## src/rtl/qdma_mailbox_fifo_rd_adapter_pkg.sv

```systemverilog
// qdma_mbox_pkg: shared types and constants for the mailbox FIFO read adapter.
// Optional build macro: QDMA_MBOX_RD_PARITY_EN adds a per-byte parity field to each beat.
package qdma_mbox_pkg;

    localparam int MBOX_LEN_LSB     = 0;
    localparam int MBOX_DEF_MAX_LEN = 16;
    localparam int MBOX_DEF_DATA_W  = 256;

    typedef enum logic [0:0] {
        HDR = 1'b0,
        PAY = 1'b1
    } mbox_state_e;

    typedef struct packed {
        logic [MBOX_DEF_DATA_W-1:0]   data;
        logic                         last;
        logic                         user;
`ifdef QDMA_MBOX_RD_PARITY_EN
        logic [MBOX_DEF_DATA_W/8-1:0] parity;
`endif
    } mbox_beat_t;

`ifdef QDMA_MBOX_RD_PARITY_EN
    // Even parity per byte: each bit makes its byte plus itself hold an even number of ones.
    function automatic logic [MBOX_DEF_DATA_W/8-1:0] mbox_byte_parity(
        input logic [MBOX_DEF_DATA_W-1:0] d
    );
        logic [MBOX_DEF_DATA_W/8-1:0] p;
        p = '0;
        for (int b = 0; b < MBOX_DEF_DATA_W/8; b++) begin
            p[b] = ^d[b*8 +: 8];
        end
        return p;
    endfunction
`endif

endpackage

```

## src/rtl/qdma_mailbox_fifo_rd_adapter_if.sv

```systemverilog
// FIFO show-ahead read port plus AXI4-Stream master bundle for the mailbox read adapter.
// Optional build macro: QDMA_MBOX_RD_PARITY_EN adds m_tparity.
interface qdma_mailbox_fifo_rd_adapter_if
    import qdma_mbox_pkg::*;
#(
    parameter int DATA_W = MBOX_DEF_DATA_W
);
    logic [DATA_W-1:0] fifo_dout;
    logic              fifo_empty;
    logic              fifo_rden;
    logic [DATA_W-1:0] m_tdata;
    logic              m_tvalid;
    logic              m_tready;
    logic              m_tlast;
    logic              m_tuser;
`ifdef QDMA_MBOX_RD_PARITY_EN
    logic [DATA_W/8-1:0] m_tparity;

    modport master (
        input  fifo_dout, fifo_empty, m_tready,
        output fifo_rden, m_tdata, m_tvalid, m_tlast, m_tuser, m_tparity
    );
    modport slave (
        output fifo_dout, fifo_empty, m_tready,
        input  fifo_rden, m_tdata, m_tvalid, m_tlast, m_tuser, m_tparity
    );
`else
    modport master (
        input  fifo_dout, fifo_empty, m_tready,
        output fifo_rden, m_tdata, m_tvalid, m_tlast, m_tuser
    );
    modport slave (
        output fifo_dout, fifo_empty, m_tready,
        input  fifo_rden, m_tdata, m_tvalid, m_tlast, m_tuser
    );
`endif
endinterface

```

## src/rtl/qdma_mailbox_fifo_rd_adapter_skid2.sv

```systemverilog
// qdma_mbox_skid2: 2-entry head/tail buffer; head drives the output, held while stalled.
// The producer pushes only when occupancy is below 2 or a pop happens in the same cycle.
module qdma_mbox_skid2
    import qdma_mbox_pkg::*;
#(
    parameter type T = mbox_beat_t
) (
    input  logic       clk_i,
    input  logic       rst_i,
    input  logic       clr_i,
    input  logic       push_i,
    input  T           data_i,
    output logic       valid_o,
    input  logic       ready_i,
    output T           data_o,
    output logic [1:0] occ_o
);
    T           head_q, head_d;
    T           tail_q, tail_d;
    logic [1:0] occ_q, occ_d;
    logic       pop_s;

    assign pop_s   = ready_i & (occ_q != 2'd0);
    assign valid_o = (occ_q != 2'd0);
    assign data_o  = head_q;
    assign occ_o   = occ_q;

    // Next head/tail/occupancy from push, pop and clear.
    always_comb begin
        head_d = head_q;
        tail_d = tail_q;
        occ_d  = occ_q;
        if (clr_i) begin
            occ_d = 2'd0;
        end else begin
            case (occ_q)
                2'd0: begin
                    if (push_i) begin
                        head_d = data_i;
                        occ_d  = 2'd1;
                    end else begin
                        occ_d = 2'd0;
                    end
                end
                2'd1: begin
                    case ({push_i, pop_s})
                        2'b11:   head_d = data_i;
                        2'b10: begin
                            tail_d = data_i;
                            occ_d  = 2'd2;
                        end
                        2'b01:   occ_d = 2'd0;
                        default: occ_d = 2'd1;
                    endcase
                end
                2'd2: begin
                    if (pop_s) begin
                        head_d = tail_q;
                        if (push_i) begin
                            tail_d = data_i;
                        end else begin
                            occ_d = 2'd1;
                        end
                    end else begin
                        occ_d = 2'd2;
                    end
                end
                default: occ_d = 2'd0;
            endcase
        end
    end

    // Buffer registers.
    always_ff @(posedge clk_i or posedge rst_i) begin
        if (rst_i) begin
            head_q <= '0;
            tail_q <= '0;
            occ_q  <= 2'd0;
        end else begin
            head_q <= head_d;
            tail_q <= tail_d;
            occ_q  <= occ_d;
        end
    end

endmodule

```

## src/rtl/qdma_mailbox_fifo_rd_adapter.sv

```systemverilog
// qdma_mailbox_fifo_rd_adapter: pops length-prefixed mailbox messages from a show-ahead
// FIFO and presents them as an AXI4-Stream master (tuser = header, tlast = final beat).
// Optional build macro: QDMA_MBOX_RD_PARITY_EN adds m_tparity and the sticky err_par flag.
module qdma_mailbox_fifo_rd_adapter
    import qdma_mbox_pkg::*;
#(
    parameter int DATA_W  = MBOX_DEF_DATA_W,
    parameter int LEN_W   = 8,
    parameter int MAX_LEN = MBOX_DEF_MAX_LEN
) (
    input  logic clkin,
    input  logic reset,
    input  logic flush,
    qdma_mailbox_fifo_rd_adapter_if.master bus,
    output logic msg_done,
    output logic err_len
`ifdef QDMA_MBOX_RD_PARITY_EN
    ,
    output logic err_par
`endif
);
    mbox_state_e state_q, state_d;
    logic [LEN_W-1:0] rem_q, rem_d;
    logic [LEN_W-1:0] hdr_len_s, clamp_len_s;
    logic err_len_q, err_len_d;
    logic msg_done_q, msg_done_d;
    logic [1:0] occ_s;
    logic out_valid_s, drain_s, room_s, pop_s;
    mbox_beat_t beat_in_s, beat_out_s;
`ifdef QDMA_MBOX_RD_PARITY_EN
    logic err_par_q, err_par_d;
`endif

    // A drain in this cycle frees a slot, so a full buffer still accepts under m_tready.
    assign drain_s = out_valid_s & bus.m_tready;
    assign room_s  = (occ_s != 2'd2) | drain_s;
    assign pop_s   = ~reset & ~flush & ~bus.fifo_empty & room_s;

    assign bus.fifo_rden = pop_s;
    assign bus.m_tvalid  = out_valid_s;
    assign bus.m_tdata   = beat_out_s.data;
    assign bus.m_tlast   = beat_out_s.last;
    assign bus.m_tuser   = beat_out_s.user;
    assign msg_done      = msg_done_q;
    assign err_len       = err_len_q;
`ifdef QDMA_MBOX_RD_PARITY_EN
    assign bus.m_tparity = beat_out_s.parity;
    assign err_par       = err_par_q;
`endif

    // Message parser: classifies each popped word and tags it with user/last.
    always_comb begin
        state_d        = state_q;
        rem_d          = rem_q;
        err_len_d      = err_len_q;
        hdr_len_s      = bus.fifo_dout[MBOX_LEN_LSB +: LEN_W];
        clamp_len_s    = hdr_len_s;
        beat_in_s      = '0;
        beat_in_s.data = bus.fifo_dout[DATA_W-1:0];
        msg_done_d     = drain_s & beat_out_s.last & ~flush;
`ifdef QDMA_MBOX_RD_PARITY_EN
        beat_in_s.parity = mbox_byte_parity(bus.fifo_dout);
        err_par_d        = err_par_q;
`endif
        if (flush) begin
            state_d   = HDR;
            rem_d     = '0;
            err_len_d = 1'b0;
`ifdef QDMA_MBOX_RD_PARITY_EN
            err_par_d = 1'b0;
`endif
        end else if (pop_s) begin
            case (state_q)
                HDR: begin
                    beat_in_s.user = 1'b1;
                    if (hdr_len_s > LEN_W'(MAX_LEN)) begin
                        err_len_d   = 1'b1;
                        clamp_len_s = LEN_W'(MAX_LEN);
                    end else begin
                        clamp_len_s = hdr_len_s;
                    end
                    if (clamp_len_s == '0) begin
                        beat_in_s.last = 1'b1;
                        state_d        = HDR;
                    end else begin
                        rem_d   = clamp_len_s;
                        state_d = PAY;
                    end
                end
                PAY: begin
                    beat_in_s.user = 1'b0;
                    rem_d          = rem_q - LEN_W'(1'b1);
`ifdef QDMA_MBOX_RD_PARITY_EN
                    // An all-ones payload word is the upstream poison marker.
                    if (&bus.fifo_dout) begin
                        err_par_d = 1'b1;
                    end else begin
                        err_par_d = err_par_q;
                    end
`endif
                    if (rem_q == LEN_W'(1'b1)) begin
                        beat_in_s.last = 1'b1;
                        state_d        = HDR;
                    end else begin
                        beat_in_s.last = 1'b0;
                        state_d        = PAY;
                    end
                end
                default: state_d = HDR;
            endcase
        end else begin
            state_d = state_q;
        end
    end

    // Parser state, sticky error flags and the message-done pulse.
    always_ff @(posedge clkin or posedge reset) begin
        if (reset) begin
            state_q    <= HDR;
            rem_q      <= '0;
            err_len_q  <= 1'b0;
            msg_done_q <= 1'b0;
`ifdef QDMA_MBOX_RD_PARITY_EN
            err_par_q  <= 1'b0;
`endif
        end else begin
            state_q    <= state_d;
            rem_q      <= rem_d;
            err_len_q  <= err_len_d;
            msg_done_q <= msg_done_d;
`ifdef QDMA_MBOX_RD_PARITY_EN
            err_par_q  <= err_par_d;
`endif
        end
    end

    qdma_mbox_skid2 #(
        .T (mbox_beat_t)
    ) u_skid (
        .clk_i   (clkin),
        .rst_i   (reset),
        .clr_i   (flush),
        .push_i  (pop_s),
        .data_i  (beat_in_s),
        .valid_o (out_valid_s),
        .ready_i (bus.m_tready),
        .data_o  (beat_out_s),
        .occ_o   (occ_s)
    );

endmodule

```

## src/flat_wrapper.sv

```systemverilog
// flat-port wrapper written by rule: the top's interface ports become plain ports
module qdma_mailbox_fifo_rd_adapter_flat import qdma_mbox_pkg::*;
#(
    parameter int DATA_W  = MBOX_DEF_DATA_W,
    parameter int LEN_W   = 8,
    parameter int MAX_LEN = MBOX_DEF_MAX_LEN
)
  (clkin, reset, flush, msg_done, err_len, bus_fifo_dout, bus_fifo_empty, bus_m_tready, bus_fifo_rden, bus_m_tdata, bus_m_tvalid, bus_m_tlast, bus_m_tuser);
  qdma_mailbox_fifo_rd_adapter_if #(.DATA_W(DATA_W)) bus_i ();
  input  logic clkin;
  input  logic reset;
  input  logic flush;
  output logic msg_done;
  output logic err_len;
  input wire logic [$bits(bus_i.fifo_dout)-1:0] bus_fifo_dout;
  input wire logic [$bits(bus_i.fifo_empty)-1:0] bus_fifo_empty;
  input wire logic [$bits(bus_i.m_tready)-1:0] bus_m_tready;
  output wire logic [$bits(bus_i.fifo_rden)-1:0] bus_fifo_rden;
  output wire logic [$bits(bus_i.m_tdata)-1:0] bus_m_tdata;
  output wire logic [$bits(bus_i.m_tvalid)-1:0] bus_m_tvalid;
  output wire logic [$bits(bus_i.m_tlast)-1:0] bus_m_tlast;
  output wire logic [$bits(bus_i.m_tuser)-1:0] bus_m_tuser;
  assign bus_i.fifo_dout = bus_fifo_dout;
  assign bus_i.fifo_empty = bus_fifo_empty;
  assign bus_i.m_tready = bus_m_tready;
  assign bus_fifo_rden = bus_i.fifo_rden;
  assign bus_m_tdata = bus_i.m_tdata;
  assign bus_m_tvalid = bus_i.m_tvalid;
  assign bus_m_tlast = bus_i.m_tlast;
  assign bus_m_tuser = bus_i.m_tuser;
  qdma_mailbox_fifo_rd_adapter #(.DATA_W(DATA_W), .LEN_W(LEN_W), .MAX_LEN(MAX_LEN)) u_core (.clkin(clkin), .reset(reset), .flush(flush), .bus(bus_i), .msg_done(msg_done), .err_len(err_len));
endmodule
```

## config.mk

```make
export PLATFORM = sky130hd
export DESIGN_NAME = qdma_mailbox_fifo_rd_adapter_flat
export DESIGN_NICKNAME = d
export VERILOG_FILES = /design/src/rtl/qdma_mailbox_fifo_rd_adapter_pkg.sv /design/src/rtl/qdma_mailbox_fifo_rd_adapter_if.sv /design/src/rtl/qdma_mailbox_fifo_rd_adapter_skid2.sv /design/src/rtl/qdma_mailbox_fifo_rd_adapter.sv /design/src/flat_wrapper.sv
export SDC_FILE = /design/constraint.sdc
export NUM_CORES = 1
export LEC_CHECK = 0
export CAP_MARGIN = 5
export CORE_MARGIN = 2
export CORE_UTILIZATION = 45
export CTS_CLUSTER_DIAMETER = 200
export DETAILED_ROUTE_END_ITERATION = 8
export MAX_ROUTING_LAYER = met4
export PLACE_DENSITY = 0.71
export SLEW_MARGIN = 20
export SYNTH_ARGS = -nofsm -noshare
export SYNTH_HDL_FRONTEND = slang
export SYNTH_HIERARCHICAL = 1
export SYNTH_SLANG_ARGS = --single-unit
```

## constraint.sdc

```tcl
create_clock -name clkin -period 22.8 [get_ports clkin]
set_clock_uncertainty 0.1 [all_clocks]
set_input_delay 3.42 -clock clkin [delete_from_list [all_inputs] [get_ports clkin]]
set_output_delay 3.42 -clock clkin [all_outputs]
set_load 0.1 [all_outputs]
```

**After elaboration in Yosys (flattened, before gate mapping)**

Index checks and enable logic that the tools add are counted.

- Add/subtract/negate cells: 1
- Multiply operators: 0
- Divide/modulo/power cells: 0
- Order comparisons: 1
- Eq/ne operators: 16
- Shifts and indexed selects: 0
- Mux-type cells: 34
- Bitwise operators: 11
- Reductions and logical operators: 12

Operator list:

| cell | number |
|---|---|
| two-way mux 258 bit | 5 |
| case mux 258 bit (3 select lines) | 1 |
| case mux 258 bit (2 select lines) | 1 |
| two-way mux 8 bit | 7 |
| case mux 8 bit (2 select lines) | 1 |
| != test 2 bit, second input constant | 6 |
| case mux 2 bit (3 select lines) | 2 |
| two-way mux 1 bit | 11 |
| AND reduction 5 bit | 2 |
| == test 8 x 1 -> 1 bit, second input constant | 1 |
| greater-than comparator 8 x 5 -> 1 bit, second input constant | 1 |
| zero test 8 bit | 1 |
| two-way mux 2 bit | 4 |
| nonzero test 2 bit | 4 |
| subtractor 8 x 1 -> 8 bit, second input constant | 1 |
| bitwise AND 1 bit | 6 |
| == test 2 bit, second input constant | 3 |
| != test 3 bit, second input constant | 2 |
| == test 2 x 1 -> 1 bit, second input constant | 2 |
| != test 4 bit, second input constant | 1 |
| NOT 1 bit | 4 |
| case mux 2 bit (2 select lines) | 1 |
| AND reduction 2 bit | 2 |
| AND reduction 3 bit | 1 |
| 5 further kinds | 5 |

- Bits in registers: 529
- Bits in latches: 0
- RAM bits: 0
- ROM bits: 0
- Output and inout bits: 262
- Logic and storage cells: 86
- Memories: 0

**Logic depth before layout (Yosys ltp)**

- Word-level depth: 13
- Depth in mapped cells: 11
- Gate-level depth less buffers: 9

**Modules after synthesis**

The synthesis kept the hierarchy.

By module, submodules not included:

| module | instances | cells an instance | area each (um^2) | seq. area each (um^2) |
|---|---|---|---|---|
| qdma_mbox_skid2 | 1 | 1399 | 22739.3 | 12962.4 |
| qdma_mailbox_fifo_rd_adapter | 1 | 92 | 785.8 | 275.3 |

**Worst setup path before layout**

Ideal clock, no wire load.

- Path type: input -> output
- From: input flush
- To: output bus_fifo_rden
- Data arrival time: 4487 ps
- Required time: 19280 ps
- Path slack: 14793 ps
- Stages on the path: 3
- Buffers on the path: 0
- Cells stage by stage: or3_1 -> a21o_1 -> clkinv_1

- Longest elaborated chain between the ends: 4

RTL lines:

| element | line | text |
|---|---|---|
| start: declaration | flat_wrapper.sv:12 | `input logic flush;` |
| NOT 1 bit (no line) | - |  |
| bitwise AND 1 bit (3 in series) | qdma_mailbox_fifo_rd_adapter.sv:37 | `assign pop_s = ~reset & ~flush & ~bus.fifo_empty & room_s;` |
| end: declaration | flat_wrapper.sv:18 | `output wire logic [$bits(bus_i.fifo_rden)-1:0] bus_fifo_rden;` |

No other way between the ends.

**Final worst setup path**

Same ends and word-level chain as after synthesis.

==> out/metrics.yaml <==
outcome: "finished clean"
finalSetupViolations: 0
ctsRootBufferMaster: "clkbuf_16"
synth_edf_count: 0
drc: 0
yosysSeqAreaShare: 0.563
wl_per_cell_um: 20.7
combPwrFrac: 0.413
power.total_w: 0.00370
firstDrtPassIters: 5
grt_start_max_net_pins: 167
maxSlewViolCount: 0
yosys-top-cells-count: "685 x mux2_2, 529 x dfrtp_1, 63 x mux2_1, 33 x buf_2, 30 x buf_6"
dp_hpwl_um: 38300
ios: 523
area_growth_pct: 31.2
cp-end-kind: "output port"
die_h_um: 233
postCtsHoldBufs: 0
post-route-period-util: 0.445
yosysTopAreaCell: "dfrtp_1"
drive_gt1_frac: 0.403
h-tree-depth: 2
cts_inserted_buffers: 57
initial_utilization: 0.457
peakVddDrop_mv: 0.0717
synth-async-reset-ratio: 1.00
worstRegToRegCells: 11
viasPerCell: 5.15
clk_pin_slew_ns: 0.06
yosys_warnings: 6
cts_sinks: 529
rsz0062_at_grt: "no"
grt_pass1_wl_um: 87600
swShare: 0.428
drt.antenna.violating_nets: 0
worst-setup-path-type: "input port to output port"
synth.most_common_cell: "mux2_2"
grt_pass1_vias: 15368
max_freq_mhz: 98.5
cts_resized: 0
final.min_clock_period_ns: 10.16
syn_area_per_cell_um2: 15.8
grt_usage: 0.213
rows: 83
hold_viol_final: 0
core_area_um2: 51500
leakagePower_nw: 13.3
crit_required_ns: 19.28
slew_headroom: 0.262
syn_inst: 1491
die_area_um2: 54100
synthFlopType: "dfrtp_1"
syn-num-nets: 1755
pwr-share-clk: 0.248
crit_arrival_ns: 6.64
hold_path.class: "flip-flop to flip-flop"
p_sw_w: 0.00158
nNetsFinal: 2264
gp_congestion: 0.827
p_per_area_nw_per_um2: 120
cp_max_fo: 16
netlist_top_cells_area: "dfrtp_1 56%, mux2_2 33%, mux2_1 3.0%"
drv_cap: 0
vias: 14068
dpl_cell_area_um2: 28900
ys_types: 44
tns_ns: 0
die_w_um: 233
tightest_slew_ns: 1.10
cts_tree: "done"
postCtsSetupRepairBufs: 0
cts_max_path_buffers: 3
yosys.area.top_type_share: 0.563
wirelength_um: 56500
insertion_delay_ns: 0.59
power.share.sequential: 0.339
port_buffers: 522
start_kind: "input port"
min_path_cells: 1
p_int_w: 0.00211
overflow: 0
synth-seq-cells: 529
syn_area_um2: 23500
drt_iter0_drc: 633
fin_area_um2: 30900
antenna_found_initial: 10
-- power groups by stage --
stage	Combinational (W)	Sequential [W]	Clock, W
final	0.00153	0.00125	0.000918
after global routing	0.00157	0.00128	0.000982
after CTS	0.00154	0.00125	0.000944
after detailed placement	0.00153	0.00127	0
after global placement	0.00152	0.00125	0
after floorplan	0.000246	0.00215	0
-- path summary, 6_finish.rpt --
path | start | end | slack [ns]
hold reg to reg | u_core/u_skid/tail_q[208] | u_core/u_skid/tail_q[208] | 0.38
max in group asynchronous | reset | u_core/u_skid/tail_q[152] | 17.69
min in group asynchronous | reset | u_core/msg_done | 3.25
hold / removal | u_core/u_skid/tail_q[208] | u_core/u_skid/tail_q[208] | 0.38
setup / recovery | flush | bus_fifo_rden | 12.64
setup reg to reg | u_core/u_skid/occ_o[0] | u_core/u_skid/data_o[58] | 18.28
-- kinds of logic after synthesis --
logic type	Yosys count	share of synthesized area
mux	774	0.375
flops	529	0.563
buf+inv	100	0.0376
simple gates	49	0.0125
compound gates	36	0.0110
fa+ha+maj	3	0.00160
-- per-stage QoR --
step | setup WS (ns) | utilization | hold slack, ns | instances
after floorplan | 4.81 | - | 0.352 | 1491
after global placement | 12.72 | 0.561 | 0.362 | 2619
after detailed placement | 12.66 | 0.562 | 0.373 | 2620
after CTS | 12.66 | 0.598 | 0.386 | 2723
after global routing | 12.50 | 0.599 | 0.398 | 2734
final | 12.64 | 0.599 | 0.381 | 2734
-- cell type report --
class,count,area (um2)
antenna,10,25.0
clock buffer,94,1780
clock inverter,9,103
fill,4013,20600
inverter,10,45.0
multi-input combinational,862,9410
sequential,529,13200
tap,680,851
timing repair buffer,540,5410
-- worst max-delay path, cell delays in order --
cell and delay [ns]:
clkdlybuf4s50_1 0.80, or3_1 0.59, a21o_1 0.31, clkinv_1 0.28, clkdlybuf4s50_1 1.23
-- placed cells by master (no fill, tap or decap), types with 7 or more instances in the layout --
master           instances
clkdlybuf4s50_1        522
clkbuf_16               59
nor2_1                   7
dfrtp_1                529
a21oi_1                 10
diode_2                 10
mux2_1                  63
clkbuf_8                17
clkbuf_1                18
buf_4                   15
nor2b_1                  8
inv_1                    8
mux2_4                  26
mux2_2                 685
-- metal layers --
layer  global-route usage  vias up  wire length [um]  part of all wire
met3               0.0603       81              3920             0.069
met4               0.0667        0              1520             0.027
met5                    -        -                 0                 0
li1                     -     6415                 -                 -
met2                0.356      362             28200              0.50
met1                0.249     7210             22900              0.40
-- flip-flops by register name, summed over array words and instances, names as in the netlist --
name                  flops
u_core/err_len            1
u_core/state_q            1
u_core/u_skid/occ_o       2
u_core/rem_q              8
u_core/u_skid/tail_q    258
u_core/u_skid/data_o    258
u_core/msg_done           1
Power figures use the tool's default switching activity.
